### src/rtl/datapath_ctrl_if.sv
// Control/status bundle between the instruction controller (master) and the datapath (slave).
interface datapath_ctrl_if;
  logic        start;
  logic [31:0] ir;
  logic        busy;
  logic        lda;
  logic        ldb;
  logic        ldma;
  logic        ldiR;
  logic        reg_en;
  logic        mem_en;
  logic        alu_en;
  logic        IMM_en;
  logic        reg_we;
  logic        mem_we;
  logic [1:0]  reg_sel;
  logic [1:0]  ExtendSign_sel;
  logic [3:0]  ALUControl;
  logic        done;
  logic        err;
  logic [31:0] instret;

  modport master (
    input  start, ir, busy,
    output lda, ldb, ldma, ldiR, reg_en, mem_en, alu_en, IMM_en,
           reg_we, mem_we, reg_sel, ExtendSign_sel, ALUControl, done, err, instret
  );

  modport slave (
    output start, ir, busy,
    input  lda, ldb, ldma, ldiR, reg_en, mem_en, alu_en, IMM_en,
           reg_we, mem_we, reg_sel, ExtendSign_sel, ALUControl, done, err, instret
  );
endinterface

### src/rtl/datapath_ctrl.sv
// Multi-cycle instruction controller (R, I-ALU, LW, SW) for a single-bus datapath.
// Optional retired-instruction counter enabled by defining DATAPATH_CTRL_INSTRET_EN.
module datapath_ctrl (
  input  logic            clk,
  input  logic            rst,
  datapath_ctrl_if.master bus
);
  typedef enum logic [3:0] {
    IDLE, FETCH, DECODE, RS1, OPB, EXEC, MEM, DONE, ERR
  } state_t;

  typedef enum logic [1:0] {CLS_R, CLS_I, CLS_LW, CLS_SW} cls_t;

  typedef struct packed {
    logic       lda;
    logic       ldb;
    logic       ldma;
    logic       ldir;
    logic       reg_en;
    logic       mem_en;
    logic       alu_en;
    logic       imm_en;
    logic       reg_we;
    logic       mem_we;
    logic [1:0] reg_sel;
    logic [1:0] ext_sel;
    logic [3:0] alu_ctl;
    logic       done;
    logic       err;
    logic       stall;
  } ctrl_t;

  localparam logic [6:0] OP_R  = 7'b0110011;
  localparam logic [6:0] OP_I  = 7'b0010011;
  localparam logic [6:0] OP_LW = 7'b0000011;
  localparam logic [6:0] OP_SW = 7'b0100011;

  state_t state_q, state_d;
  cls_t   cls_q, cls_d, dec_cls;
  logic   dec_valid;
  ctrl_t  ctrl_q, ctrl_d;
  logic   stall_hold;
  logic   unused_ir;

  assign unused_ir = ^{bus.ir[31], bus.ir[29:15], bus.ir[11:7]};

  function automatic logic [3:0] alu_code(input logic [2:0] funct3, input logic f7,
                                          input logic is_r);
    logic [3:0] code;
    case (funct3)
      3'b000:  code = (is_r && f7) ? 4'b0110 : 4'b0010;
      3'b111:  code = 4'b0000;
      3'b110:  code = 4'b0001;
      3'b100:  code = 4'b0011;
      3'b010:  code = 4'b0111;
      3'b001:  code = 4'b0100;
      3'b101:  code = f7 ? 4'b1000 : 4'b0101;
      default: code = 4'b0000;
    endcase
    return code;
  endfunction

  always_comb begin
    dec_valid = 1'b1;
    dec_cls   = CLS_R;
    case (bus.ir[6:0])
      OP_R:    dec_cls = CLS_R;
      OP_I:    dec_cls = CLS_I;
      OP_LW:   dec_cls = CLS_LW;
      OP_SW:   dec_cls = CLS_SW;
      default: dec_valid = 1'b0;
    endcase
  end

  // Outputs are decoded from the next state so the registered strobes line up with the state.
  always_comb begin
    state_d = state_q;
    cls_d   = cls_q;
    case (state_q)
      IDLE:    if (bus.start) state_d = FETCH;
      FETCH:   if (!bus.busy) state_d = DECODE;
      DECODE: begin
        if (dec_valid) begin
          cls_d   = dec_cls;
          state_d = RS1;
        end else begin
          state_d = ERR;
        end
      end
      RS1:     state_d = OPB;
      OPB:     state_d = EXEC;
      EXEC:    state_d = (cls_q == CLS_R || cls_q == CLS_I) ? DONE : MEM;
      MEM:     if (!bus.busy) state_d = DONE;
      DONE:    state_d = IDLE;
      ERR:     state_d = ERR;
      default: state_d = IDLE;
    endcase

    ctrl_d = '0;
    case (state_d)
      FETCH: begin
        ctrl_d.mem_en = 1'b1;
        ctrl_d.ldir   = 1'b1;
        ctrl_d.stall  = 1'b1;
      end
      RS1: begin
        ctrl_d.reg_en = 1'b1;
        ctrl_d.lda    = 1'b1;
      end
      OPB: begin
        ctrl_d.ldb = 1'b1;
        if (cls_d == CLS_R) begin
          ctrl_d.reg_en  = 1'b1;
          ctrl_d.reg_sel = 2'b01;
        end else begin
          ctrl_d.imm_en  = 1'b1;
          ctrl_d.ext_sel = (cls_d == CLS_SW) ? 2'b01 : 2'b00;
        end
      end
      EXEC: begin
        ctrl_d.alu_en = 1'b1;
        if (cls_d == CLS_R || cls_d == CLS_I) begin
          ctrl_d.reg_we  = 1'b1;
          ctrl_d.reg_sel = 2'b10;
          ctrl_d.alu_ctl = alu_code(bus.ir[14:12], bus.ir[30], cls_d == CLS_R);
        end else begin
          ctrl_d.alu_ctl = 4'b0010;
          ctrl_d.ldma    = 1'b1;
        end
      end
      MEM: begin
        ctrl_d.stall = 1'b1;
        if (cls_d == CLS_LW) begin
          ctrl_d.mem_en  = 1'b1;
          ctrl_d.reg_we  = 1'b1;
          ctrl_d.reg_sel = 2'b10;
        end else begin
          ctrl_d.reg_en  = 1'b1;
          ctrl_d.reg_sel = 2'b01;
          ctrl_d.mem_we  = 1'b1;
        end
      end
      DONE:    ctrl_d.done = 1'b1;
      ERR:     ctrl_d.err  = 1'b1;
      default: ctrl_d = '0;
    endcase
  end

  always_ff @(posedge clk or negedge rst) begin
    if (!rst) begin
      state_q <= IDLE;
      cls_q   <= CLS_R;
      ctrl_q  <= '0;
    end else begin
      state_q <= state_d;
      cls_q   <= cls_d;
      ctrl_q  <= ctrl_d;
    end
  end

  // Load/write strobes must drop in the same cycle memory reports busy, so they see busy live.
  assign stall_hold = ctrl_q.stall & bus.busy;

  assign bus.lda            = ctrl_q.lda;
  assign bus.ldb            = ctrl_q.ldb;
  assign bus.ldma           = ctrl_q.ldma;
  assign bus.ldiR           = ctrl_q.ldir & ~stall_hold;
  assign bus.reg_en         = ctrl_q.reg_en;
  assign bus.mem_en         = ctrl_q.mem_en;
  assign bus.alu_en         = ctrl_q.alu_en;
  assign bus.IMM_en         = ctrl_q.imm_en;
  assign bus.reg_we         = ctrl_q.reg_we & ~stall_hold;
  assign bus.mem_we         = ctrl_q.mem_we & ~stall_hold;
  assign bus.reg_sel        = ctrl_q.reg_sel;
  assign bus.ExtendSign_sel = ctrl_q.ext_sel;
  assign bus.ALUControl     = ctrl_q.alu_ctl;
  assign bus.done           = ctrl_q.done;
  assign bus.err            = ctrl_q.err;

`ifdef DATAPATH_CTRL_INSTRET_EN
  logic [31:0] instret_q;

  always_ff @(posedge clk or negedge rst) begin
    if (!rst) begin
      instret_q <= '0;
    end else if (state_q == DONE) begin
      instret_q <= instret_q + 32'd1;
    end
  end

  assign bus.instret = instret_q;
`else
  assign bus.instret = '0;
`endif
endmodule

### src/flat_wrapper.sv
// flat-port wrapper written by rule: the top's interface ports become plain ports
module datapath_ctrl_flat 
  (clk, rst, bus_start, bus_ir, bus_busy, bus_lda, bus_ldb, bus_ldma, bus_ldiR, bus_reg_en, bus_mem_en, bus_alu_en, bus_IMM_en, bus_reg_we, bus_mem_we, bus_reg_sel, bus_ExtendSign_sel, bus_ALUControl, bus_done, bus_err, bus_instret);
  datapath_ctrl_if bus_i ();
  input  logic clk;
  input  logic rst;
  input wire logic [$bits(bus_i.start)-1:0] bus_start;
  input wire logic [$bits(bus_i.ir)-1:0] bus_ir;
  input wire logic [$bits(bus_i.busy)-1:0] bus_busy;
  output wire logic [$bits(bus_i.lda)-1:0] bus_lda;
  output wire logic [$bits(bus_i.ldb)-1:0] bus_ldb;
  output wire logic [$bits(bus_i.ldma)-1:0] bus_ldma;
  output wire logic [$bits(bus_i.ldiR)-1:0] bus_ldiR;
  output wire logic [$bits(bus_i.reg_en)-1:0] bus_reg_en;
  output wire logic [$bits(bus_i.mem_en)-1:0] bus_mem_en;
  output wire logic [$bits(bus_i.alu_en)-1:0] bus_alu_en;
  output wire logic [$bits(bus_i.IMM_en)-1:0] bus_IMM_en;
  output wire logic [$bits(bus_i.reg_we)-1:0] bus_reg_we;
  output wire logic [$bits(bus_i.mem_we)-1:0] bus_mem_we;
  output wire logic [$bits(bus_i.reg_sel)-1:0] bus_reg_sel;
  output wire logic [$bits(bus_i.ExtendSign_sel)-1:0] bus_ExtendSign_sel;
  output wire logic [$bits(bus_i.ALUControl)-1:0] bus_ALUControl;
  output wire logic [$bits(bus_i.done)-1:0] bus_done;
  output wire logic [$bits(bus_i.err)-1:0] bus_err;
  output wire logic [$bits(bus_i.instret)-1:0] bus_instret;
  assign bus_i.start = bus_start;
  assign bus_i.ir = bus_ir;
  assign bus_i.busy = bus_busy;
  assign bus_lda = bus_i.lda;
  assign bus_ldb = bus_i.ldb;
  assign bus_ldma = bus_i.ldma;
  assign bus_ldiR = bus_i.ldiR;
  assign bus_reg_en = bus_i.reg_en;
  assign bus_mem_en = bus_i.mem_en;
  assign bus_alu_en = bus_i.alu_en;
  assign bus_IMM_en = bus_i.IMM_en;
  assign bus_reg_we = bus_i.reg_we;
  assign bus_mem_we = bus_i.mem_we;
  assign bus_reg_sel = bus_i.reg_sel;
  assign bus_ExtendSign_sel = bus_i.ExtendSign_sel;
  assign bus_ALUControl = bus_i.ALUControl;
  assign bus_done = bus_i.done;
  assign bus_err = bus_i.err;
  assign bus_instret = bus_i.instret;
  datapath_ctrl u_core (.clk(clk), .rst(rst), .bus(bus_i));
endmodule
### config.mk
export PLATFORM = sky130hd
export DESIGN_NAME = datapath_ctrl_flat
export DESIGN_NICKNAME = d
export VERILOG_FILES = /design/src/rtl/datapath_ctrl_if.sv /design/src/rtl/datapath_ctrl.sv /design/src/flat_wrapper.sv
export SDC_FILE = /design/constraint.sdc
export NUM_CORES = 1
export LEC_CHECK = 0
export CAP_MARGIN = 20
export CORE_MARGIN = 2
export CORE_UTILIZATION = 26
export DETAILED_ROUTE_END_ITERATION = 10
export PLACE_DENSITY = 0.59
export SYNTH_ARGS = -nofsm -noshare
export SYNTH_HDL_FRONTEND = slang
export SYNTH_SLANG_ARGS = --single-unit
### constraint.sdc
create_clock -name clk -period 1.95 [get_ports clk]
set_input_delay 0.585 -clock clk [delete_from_list [all_inputs] [get_ports clk]]
set_output_delay 0.585 -clock clk [all_outputs]
set_load 0.005 [all_outputs]
### Word level (Yosys, flattened, before mapping)

Index checks and enable logic that the tools add are counted.

| word-level totals | value |
|---|---|
| bits in latches | 0 |
| register bits after elaboration | 27 |
| memories | 0 |
| bits of input ports | 36 |
| output and inout port bits | 52 |
| ROM bits | 0 |
| bits in writable memories | 0 |

| cells by class | value |
|---|---|
| bitwise logic cells | 5 |
| $add $sub $neg | 0 |
| div/mod/pow operators | 0 |
| $mul | 0 |
| muxes and demuxes | 41 |
| shift-type cells | 0 |
| $lt $le $gt $ge | 0 |
| equal/unequal tests | 27 |
| reductions and logical operators | 9 |

Operator list:

| operator | count |
|---|---|
| one-hot mux 4 bit (8 select lines) | 1 |
| == test 4 x 3 -> 1 bit (second input constant) | 7 |
| two-way mux 4 bit | 7 |
| one-hot mux 4 bit (6 select lines) | 1 |
| two-way mux 1 bit | 20 |
| == test 7 x 6 -> 1 bit (second input constant) | 2 |
| == test 4 x 2 -> 1 bit (second input constant) | 3 |
| two-way mux 2 bit | 6 |
| one-hot mux 2 bit (3 select lines) | 2 |
| == test 3 bit (second input constant) | 3 |
| == test 4 x 1 -> 1 bit (second input constant) | 2 |
| == test 4 bit (second input constant) | 2 |
| == test 7 x 2 -> 1 bit (second input constant) | 1 |
| == test 7 x 5 -> 1 bit (second input constant) | 1 |
| AND 1 bit | 4 |
| == test 2 x 1 -> 1 bit (second input constant) | 2 |
| == test 2 bit (second input constant) | 2 |
| zero test 2 bit | 2 |
| zero test 4 bit | 1 |
| one-hot mux 1 bit (2 select lines) | 2 |
| OR reduction 4 bit | 1 |
| == test 3 x 1 -> 1 bit (second input constant) | 1 |
| == test 3 x 2 -> 1 bit (second input constant) | 1 |
| zero test 3 bit | 1 |
| 6 further kinds | 7 |

### Logic depth before layout (Yosys ltp)

| logic depth | value |
|---|---|
| depth in word-level cells | 11 |
| depth in mapped cells | 6 |
| mapped depth without buffers | 5 |

### Worst setup path after synthesis

OpenSTA, ideal clock, no wires.

| path | value |
|---|---|
| kind | input -> register |
| start point | input port bus_ir[3] |
| end point | register u_core.ctrl_q (netlist bit u_core.bus.ALUControl[2]) |
| cell stages on the path | 5 |
| setup time | 0.133 ns |
| path buffers | 1 |
| data required time | 1.817 ns |
| arrival | 1.612 ns |
| path slack | 0.204 ns |
| path through | nor4b_4 > nand3_2 > buf_2 > a2111oi_2 > nor4_2 |

RTL lines:

| item | line | source |
|---|---|---|
| from (decl) | flat_wrapper.sv:8 | `input wire logic [$bits(bus_i.ir)-1:0] bus_ir;` |
| to (signal assigned) | datapath_ctrl.sv:157 | `ctrl_q <= ctrl_d;` |
| to (decl) | datapath_ctrl.sv:41 | `ctrl_t ctrl_q, ctrl_d;` |

### Final worst setup path

| path | value |
|---|---|
| start point | input port bus_busy |
| end point | output port bus_reg_we |

| between the ends | value |
|---|---|
| word-level cells in the longest chain between the ends | 3 |

RTL lines:

| item | line | source |
|---|---|---|
| from (decl) | flat_wrapper.sv:9 | `input wire logic [$bits(bus_i.busy)-1:0] bus_busy;` |
| AND 1 bit | datapath_ctrl.sv:162 | `assign stall_hold = ctrl_q.stall & bus.busy;` |
| inverter 1 bit | datapath_ctrl.sv:172 | `assign bus.reg_we = ctrl_q.reg_we & ~stall_hold;` |
| AND 1 bit | datapath_ctrl.sv:172 |  |
| to (decl) | flat_wrapper.sv:18 | `output wire logic [$bits(bus_i.reg_we)-1:0] bus_reg_we;` |

Every way passes these cells.

==> results by group <==
Outcome
  – Outcome: complete, no violations

Finish
  – Area added between synthesis and finish: 29.1%
  – Final #Nets: roughly 230
  – Filler cell count: about 580
  – Post-route insts no fill: approximately 260
  – Design area: ~1900 sq um
  – Number of diodes: 0
  – Share of final-layout standard cells stronger than drive strength 1: 15.8%
  – Reg area: 651 sq um
  – Combined area of the multi-input logic cells: about 640 sq um

CTS
  – Maximum buffer depth of the clock tree: 2
  – TritonCTS clock tree: done
  – H-tree level count: 1
  – Total CTS buffers: 3
  – Number of hold buffers added after CTS: 0
  – Clock input transition at the sequential cells of the worst setup and hold paths: approximately 90 ps
  – Clock Root Buffer: clkbuf_8
  – Worst-Skew Late Latency: roughly 270 ps
  – Sink Count: 26

STA
  – Max-slew headroom: between 60% and 70%
  – Highest Clock Rate: between 500 and 600 MHz
  – Worst Hold Margin: ~550 ps
  – Final worst path period share: a little over nine tenths
  – Period minus WS final: 1860 ps
  – Number of slew-limit violations in the final report: 0
  – Transition time of the tightest slew-check pin: slightly below 600 ps
  – Setup WS post-layout: between 80 and 90 ps
  – Clock skew after layout: 0.996 ps
  – Setup repair after global routing missed its margin: false
  – Number of failing setup endpoints in the final timing report: 0
  – Final Hold Vio Count: 0

Floorplan
  – Core Box Area: about 5500 sq um
  – Full die area: between 6000 and 7000 sq um
  – Floorplan row count: 27
  – Die boundary width: roughly 80 um
  – I/O Pins: between 80 and 90
  – Die extent in y: roughly 80 um
  – Initial Utilization: between 20% and 30%

Hold path
  – Worst hold path class: register to register

Yosys
  – Flop and latch count out of synthesis: 26
  – Synthesized area per cell: approximately 10 sq um
  – Top flip-flop cell by instance count after synthesis: dfrtp_1
  – Number of warnings issued by yosys: 0
  – Sequential element share of the synthesized area: a little over two fifths
  – Number of enable flip-flop cells after synthesis: 0
  – Netlist area before placement: approximately 1500 sq um
  – Post-Synthesis Cells: 150
  – FFs w/ async S/R, synth: between 90% and 100%
  – Post-synthesis cell type count: 37

Route
  – Via count: 1010
  – # DRC: 0
  – Post-route antenna net violation count: 0
  – Via count normalized by instance count: 3.85
  – Count of TritonRoute iterations in the first routing pass: 3
  – Routed length per placed instance: around 9.8 um
  – Count of routing violations after the opening detailed-route iteration: 46
  – Overall routed net length: 2570 um

Setup path
  – Most frequent cell on the critical path: dlygate4sd2_1
  – Worst endpoint required time: roughly 1400 ps
  – Cells along the critical path: dlygate4sd2_1 > nand2_1 > and2_1 > dlygate4sd2_1
  – CP Max Fanout: 3
  – Crit path capture type: primary output
  – Category of the critical setup timing path: input pin to primary output
  – Register-to-register path setup slack: between 200 and 250 ps
  – Data arrival at the endpoint of the critical path: between 1000 and 1500 ps
  – Largest stage delay, worst path: about 250 ps
  – Highest-delay cell along the critical path: dlygate4sd2_1
  – Category of the worst setup path launch point: input pin

Place
  – Total instance count after detailed placement: between 200 and 300
  – Port Buffer Count: 33
  – GPL Wtd Cong: slightly above 0.8
  – Detail Placement HPWL: approximately 2000 um
  – Standard cell area after detailed placement: approximately 1800 sq um
  – Post-place setup slack: -362 ps

Global routing
  – Number of antenna violations at the first check in global routing: 0
  – Combined global-route utilization of all metal layers: between 8 and 9%
  – Vias in the first global route: slightly above 900
  – Gr ovfl total: 0
  – Largest net degree at the start of global routing: 27
  – Wire length of the first global-routing pass: around 4200 um

Power
  – Power density relative to cell area: between 1000 and 1500 nW/um^2
  – Leakage power summed over all cells: 0.956 nW
  – Max IR drop VDD: 0.359 mV

Flow run
  – Maximum capacitance violations: 0
synth_stat cells, types with 2 or more instances:
cell type   n  area [sq um]
mux2i_1     3          30.0
a21boi_0    2          15.0
o21ai_0     5          25.0
nor3_1      5          25.0
o22ai_1     2          12.5
nand2b_1    6          37.5
buf_4      40           300
nand3_1     3          15.0
dfrtp_1    26           651
nor4b_4     2          47.6
inv_1       6          22.5
a21oi_1     5          25.0
nand2_1     7          26.3
nor3b_1     2          15.0
clkbuf_1    2          7.51
buf_2       3          15.0
and2_1      4          25.0
nor2_1      7          26.3
nor4_2      2          25.0
routing by layer:
layer	GRT usage (%)	wire (um)	up-vias
li1	-	-	506
met1	10.4	1130	450
met2	13.3	1160	49
met3	2.15	216	5
met4	4.92	62	0
met5	0	0	-
state kept, by name (all words and copies together), names as in the netlist, 2 cells and up:
register / count
u_core.cls_q: 2
u_core.state_q: 4
u_core.bus.ALUControl: 4
u_core.ctrl_q: 4
u_core.bus.reg_sel: 2
cells in the final DEF (no fill, tap or decap), drive strengths merged:
cell type	synthesis	routed
xor2	1	1
conb	1	33
o22a	1	1
and2	4	4
nand3b	1	1
a2111o	1	1
nor3	5	5
mux2i	4	4
and4	1	1
a21o	1	1
nand2b	6	6
o211ai	1	1
nand3	4	4
a2111oi	1	1
dfrtp	26	26
a21oi	5	5
nor4	2	2
o21bai	1	1
buf	44	17
clkdlybuf4s50	0	25
o22ai	2	2
bufinv	0	1
o21ai	5	5
inv	7	7
xnor2	1	1
or3	1	1
nand2	7	7
or4	1	1
dlygate4sd2	0	4
clkbuf	2	3
nor3b	2	2
a21boi	2	2
nor2	7	7
dlymetal6s2s	0	4
nor4b	2	2
o311ai	1	1
logic make-up after synthesis:
logic type             Yosys count  share of synthesized area, %
AO/OA/AOI/OAI                   21                          9.57
XOR/XNOR                         2                          1.17
buffers and inverters           53                          24.0
flip-flops                      26                          43.3
multiplexers                     4                          2.91
other                            1                         0.250
AND/OR/NAND/NOR                 43                          18.8
layout make-up:
| type | count | area share, % |
|---|---|---|
| Sequential cell | 26 | 33.5 |
| Multi-Input combinational cell | 103 | 32.8 |
| Timing Repair Buffer | 50 | 24.0 |
| Tap cell | 72 | 4.64 |
| Clock buffer | 3 | 2.13 |
| Clock inverter | 1 | 1.55 |
| Inverter | 7 | 1.35 |
through the flow:
| stage | power, mW | utilization (%) | setup TNS (ps) |
|---|---|---|---|
| global placement | 1.57 | 32.7 | -4410 |
| CTS | 2.01 | 34.3 | 0 |
| floorplan | 1.32 | - | 0 |
| detailed placement | 1.57 | 32.7 | -4790 |
| finish | 2.02 | 35.0 | 0 |
| global route | 2.17 | 35.0 | 0 |
worst max-delay path, delay by kind of cell:
family / cells / cell delay, ps
simple gates: 2 / 220
buf+inv: 2 / 470
final timing paths:
check / from / to / depth (start not counted)
max: bus_busy / bus_reg_we / 4
min: u_core.cls_q[0]$_DFF_PN0_ / u_core.cls_q[0]$_DFF_PN0_ / 2
max reg2reg: u_core.state_q[3]$_DFF_PN0_ / u_core.bus.ALUControl[2]$_DFF_PN0_ / 5
min reg2reg: u_core.cls_q[0]$_DFF_PN0_ / u_core.cls_q[0]$_DFF_PN0_ / 2
max in group asynchronous: rst / u_core.bus.ALUControl[1]$_DFF_PN0_ / 2
min in group asynchronous: rst / u_core.bus.mem_en$_DFF_PN0_ / 2
power by group:
part	internal (mW)	total (mW)	switching, mW	leakage (nW)
Combinational	0.424	0.789	0.365	0.570
Clock	0.275	0.442	0.167	0.0357
Sequential	0.685	0.786	0.101	0.350
timing repair:
item / CTS / global route
pin swaps: 3 / 4
endpoints found under the setup margin: 6 / 6
setup buffers: 1 / 2
gates resized for setup: 6 / 6
Power figures use the tool's default switching activity.
